--- config.mk ---
export PLATFORM = sky130hd
export DESIGN_NAME = piso_serializer
export DESIGN_NICKNAME = d
export VERILOG_FILES = /design/src/rtl/piso_serializer_pkg.sv /design/src/rtl/piso_serializer.sv
export SDC_FILE = /design/constraint.sdc
export NUM_CORES = 1
export LEC_CHECK = 0
export ABC_AREA = 1
export CAP_MARGIN = 20
export CORE_AREA = 2 2 39 41
export DETAILED_ROUTE_END_ITERATION = 10
export DIE_AREA = 0 0 41 43
export PLACE_DENSITY_LB_ADDON = 0.25
export SLEW_MARGIN = 20
export SYNTH_ARGS = -nofsm -noshare
export SYNTH_HDL_FRONTEND = slang
export SYNTH_SLANG_ARGS = --single-unit
--- constraint.sdc ---
create_clock -name clk -period 3.5 [get_ports clk]
set_input_delay 0.7 -clock clk [delete_from_list [all_inputs] [get_ports clk]]
set_output_delay 0.7 -clock clk [all_outputs]
set_load 0.02 [all_outputs]
--- src/rtl/piso_serializer_pkg.sv ---
// Shared types and constants for the parallel-in/serial-out serializer.
package piso_serializer_pkg;

  typedef enum logic {
    ST_IDLE  = 1'b0,
    ST_SHIFT = 1'b1
  } state_e;

  localparam bit ORDER_MSB_FIRST = 1'b1;
  localparam bit ORDER_LSB_FIRST = 1'b0;

  // Bit counter width; the counter only needs to reach width-1.
  function automatic int unsigned bitcnt_width(input int unsigned width);
    return (width < 2) ? 1 : $clog2(width);
  endfunction

endpackage

--- src/rtl/piso_serializer.sv ---
// Accepts a WIDTH-bit word over valid/ready and emits it one bit per cycle,
// with a frame qualifier and an end-of-word pulse; back-to-back words have no gap.
module piso_serializer
  import piso_serializer_pkg::*;
#(
  parameter int unsigned WIDTH      = 8,
  parameter bit          MSB_FIRST  = 1'b1,
  parameter bit          IDLE_LEVEL = 1'b0
) (
  input  logic             clk,
  input  logic             reset,
  input  logic [WIDTH-1:0] data_in,
  input  logic             valid_in,
  output logic             ready_out,
  output logic             sdata,
  output logic             sframe,
  output logic             done
);

  localparam int unsigned      CNT_W    = bitcnt_width(WIDTH);
  localparam logic [CNT_W-1:0] LAST_BIT = CNT_W'(WIDTH - 1);
  localparam bit               MSB_MODE = (MSB_FIRST == ORDER_MSB_FIRST);

  state_e           state_q, state_d;
  logic [WIDTH-1:0] shreg_q, shreg_d;
  logic [CNT_W-1:0] bitcnt_q, bitcnt_d;
  logic             sdata_q, sdata_d;
  logic             sframe_q, sframe_d;
  logic             done_q, done_d;
  logic             last_bit;
  logic             accept;

  function automatic logic out_bit(input logic [WIDTH-1:0] s);
    return MSB_MODE ? s[WIDTH-1] : s[0];
  endfunction

  assign last_bit  = (state_q == ST_SHIFT) && (bitcnt_q == LAST_BIT);
  assign ready_out = (state_q == ST_IDLE) || last_bit;
  assign accept    = valid_in && ready_out;

  always_comb begin
    state_d  = state_q;
    shreg_d  = shreg_q;
    bitcnt_d = bitcnt_q;
    unique case (state_q)
      ST_IDLE: begin
        if (accept) begin
          state_d  = ST_SHIFT;
          shreg_d  = data_in;
          bitcnt_d = '0;
        end
      end
      ST_SHIFT: begin
        if (last_bit) begin
          if (accept) begin
            shreg_d  = data_in;
            bitcnt_d = '0;
          end else begin
            state_d  = ST_IDLE;
            shreg_d  = '0;
            bitcnt_d = '0;
          end
        end else begin
          shreg_d  = MSB_MODE ? (shreg_q << 1) : (shreg_q >> 1);
          bitcnt_d = bitcnt_q + CNT_W'(1);
        end
      end
      default: begin
        state_d  = ST_IDLE;
        shreg_d  = '0;
        bitcnt_d = '0;
      end
    endcase

    // Outputs are registered, so they are derived from the next-state values.
    sframe_d = (state_d == ST_SHIFT);
    sdata_d  = sframe_d ? out_bit(shreg_d) : IDLE_LEVEL;
    done_d   = sframe_d && (bitcnt_d == LAST_BIT);
  end

  always_ff @(posedge clk or negedge reset) begin
    if (!reset) begin
      state_q  <= ST_IDLE;
      shreg_q  <= '0;
      bitcnt_q <= '0;
      sdata_q  <= IDLE_LEVEL;
      sframe_q <= 1'b0;
      done_q   <= 1'b0;
    end else begin
      state_q  <= state_d;
      shreg_q  <= shreg_d;
      bitcnt_q <= bitcnt_d;
      sdata_q  <= sdata_d;
      sframe_q <= sframe_d;
      done_q   <= done_d;
    end
  end

  assign sdata  = sdata_q;
  assign sframe = sframe_q;
  assign done   = done_q;

endmodule

==> summary.md <==
| Metric | Value |
|---|---|
| Slew Viols, Final | 0 |
| Period utilization | 71.7% |
| DRT met1 WL | 559 um |
| Max H-tree Level | 1 |
| Routed WL | 1110 um |
| CTS Buf Count | 3 |
| Critical Path Source | bitcnt_q[0] |
| Met3 routed WL | 58 um |
| Worst-Skew Late Latency | 0.28 ns |
| Worst VDD drop | 0.000464 V |
| Clock Pin Slew Worst Setup and Hold Paths | 0.08 ns |
| RSZ-0062 raised after global routing | false |
| Post-route DRC | 0 |
| Most used cell, CP | ha_1 |
| Wire length on met2 | 482 um |
| Leak | 0.398 nW |
| Multi-input gate area | 245 um2 |
| Fin crit period | 2.51 ns |
| Least-Margin Pin Slew | 0.620 ns |
| Final routed wire length divided by cell count | 10.5 um |
| Sequential fraction of the synthesis area | 56.2% |
| Syn Area/Cell | 8.54 um2 |
| Final Setup Violations | 0 |
| Final Skew | 0.00353 ns |
| Syn Nets | 86 |
| Setup TNS | 0 ns |
| Clk root buf | clkbuf_4 |
| Crit Path Class | reg -> out |
| Antenna-violating nets left | 0 |
| CP delay by family, top | buffers and inverters |
| Clk buf depth | 2 |
| Worst hold path startpoint | bitcnt_q[0] |
| Slew margin rel. | 58.6% |
| # hold bufs at CTS | 0 |
| First-pass DRT Iterations | 2 |
| Placer Congestion | 0.718 |
| DRT iter0 DRCs | 3 |
| CP max stage cell | clkdlybuf4s50_1 |
| Fin nets | 104 |
| Critical path launch point type | flop |
| Cell chain of the critical path | ha_1, ha_1, inv_2, nand2_2, clkdlybuf4s50_1 |
| Fmax | 398 MHz |
| Post-synth EDFFs | 0 |
| Non-Filler Instances | 106 |
| Max Cap Violations | 0 |
| Outcome | complete, no violations |
| Die X | 41 um |
| Filler cells | 138 |
| Initial core utilization | 45.0% |
| Inst Count DP | 102 |
| Async S/R FF share, synth | 100% |
| Critical-path maximum fanout | 5 |
| Mapped Cells | 73 |
| Cell Area, Synth | 623 um2 |
| GRT overflow | 0 |
| Dpl ws | 1.28 ns |
| Ys Warns | 0 |
| First-pass GRT wire length | 1990 um |
| Via count | 502 |
| Die Ht | 43 um |
| Ant. Diodes | 0 |
| Vias in the first global route | 442 |
| CTS tree | built |
| Critical Path AT | 1.81 ns |
| Setup crit end kind | primary output |
| Initial antenna violation count | 0 |
| DP HPWL | 828 um |
| Hold WC Path Type | reg -> reg |
| Final setup margin | 0.989 ns |
| Slowest Stage Delay on Critical Path | 0.55 ns |
| Final hold viol count | 0 |
| Number of library cell types mapped by synthesis | 15 |
| Post-CTS Setup Inserts | 0 |
| Via density | 4.74 |
| Seq. cell area | 350 um2 |
| Share of cells above drive strength 1 | 12.2% |
| Total GRT Usage | 17.7% |
| CP required | 2.80 ns |
| Main flop type after synthesis | dfrtp_1 |
| Top Ports | 15 |
| Core Util, Final | 58.9% |
| Buf/Inv on CP | 2 |
| Yosys reg bits | 14 |
| Power per cell area | 771 nW/um2 |
| Area of the core | 1380 um2 |
| PortBufs | 14 |
| Die area | 1760 um2 |
| Layout area overhead | 30.7% |
| Max Used Layer | met4 |
| Post-cts sizing count | 0 |
| CTS Sinks | 14 |
| Std cell rows | 14 |
| Critical R2R Launch | bitcnt_q[0] |
| Largest net degree at the start of global routing | 15 |
worst register-to-register path: stages (launching register included):
cell,delay [ns]
dfrtp_1,0.40
ha_1,0.22
ha_1,0.24
inv_2,0.07
nand2_2,0.07
nand2_1,0.10
inv_2,0.08
a21oi_1,0.14
nor2_1,0.06
layer usage:
layer  up-vias  GRT usage, %
met4         0          10.0
met3         2          7.85
met5         -             0
met2         9          22.2
li1        269             -
met1       222          24.6
cells in the final DEF (no fill, tap or decap):
cell,instances
nor2_4,1
dfrtp_1,14
a31oi_1,5
a21oi_1,2
o21ai_0,2
nand2_1,25
clkdlybuf4s50_1,14
clkbuf_8,1
nand3_1,1
inv_2,4
clkbuf_4,3
ha_1,2
nor2_1,11
o21ai_1,1
nand2_2,1
nor2_2,1
inv_1,2
logic make-up (layout without fill, tap and decap cells):
group	Yosys count	after routing	share of synthesized area, %
AOI/OAI and AO/OA	10	10	9.04
DFF	14	14	56.2
and+or+nand+nor	40	40	26.3
adders and majority gates	2	2	4.02
buffers and inverters	7	24	4.42
synth_stat cells, types with 2 or more instances:
cell type   n  area, um2
a21oi_1     2       10.0
nor2_1     11       41.3
ha_1        2       25.0
inv_2       4       15.0
a31oi_1     5       31.3
inv_1       2       7.51
nand2_1    25       93.8
dfrtp_1    14        350
o21ai_0     2       10.0
sequential cells by signal, indices dropped and copies added, names as in the netlist:
| name | count |
|---|---|
| shreg_q | 8 |
| done | 1 |
| bitcnt_q | 3 |
| sframe | 1 |
| sdata | 1 |
report_power, final:
| part | internal, mW | switching, mW | total [mW] | leakage (nW) |
|---|---|---|---|---|
| clock network | 0.0633 | 0.0539 | 0.117 | 0.0210 |
| logic | 0.108 | 0.143 | 0.251 | 0.198 |
| registers | 0.227 | 0.0331 | 0.260 | 0.178 |
cell type report:
class,instances,share of cell area (%)
clock buffers,4,4.45
multi-input cells,52,30.1
well taps,16,2.46
inverters,6,2.76
repair buffers,14,17.2
flip-flops and latches,14,43.0
per-stage QoR:
stage	hold slack, ns	power, mW	instance area [um2]
after floorplan	0.404	0.429	623
after global placement	0.481	0.508	778
after detailed placement	0.502	0.521	778
after CTS	0.513	0.637	815
after global routing	0.560	0.688	815
final	0.511	0.628	815
path summary, 6_finish.rpt:
check | end | slack, ns | cells after the start
max | ready_out | 0.99 | 5
min | bitcnt_q[0] | 0.51 | 1
max reg2reg | shreg_q[1] | 2.03 | 8
min reg2reg | bitcnt_q[0] | 0.51 | 1
max in group asynchronous | shreg_q[0] | 2.30 | 1
min in group asynchronous | shreg_q[4] | 0.80 | 1
Note: power is estimated with default switching activity, not from simulation.
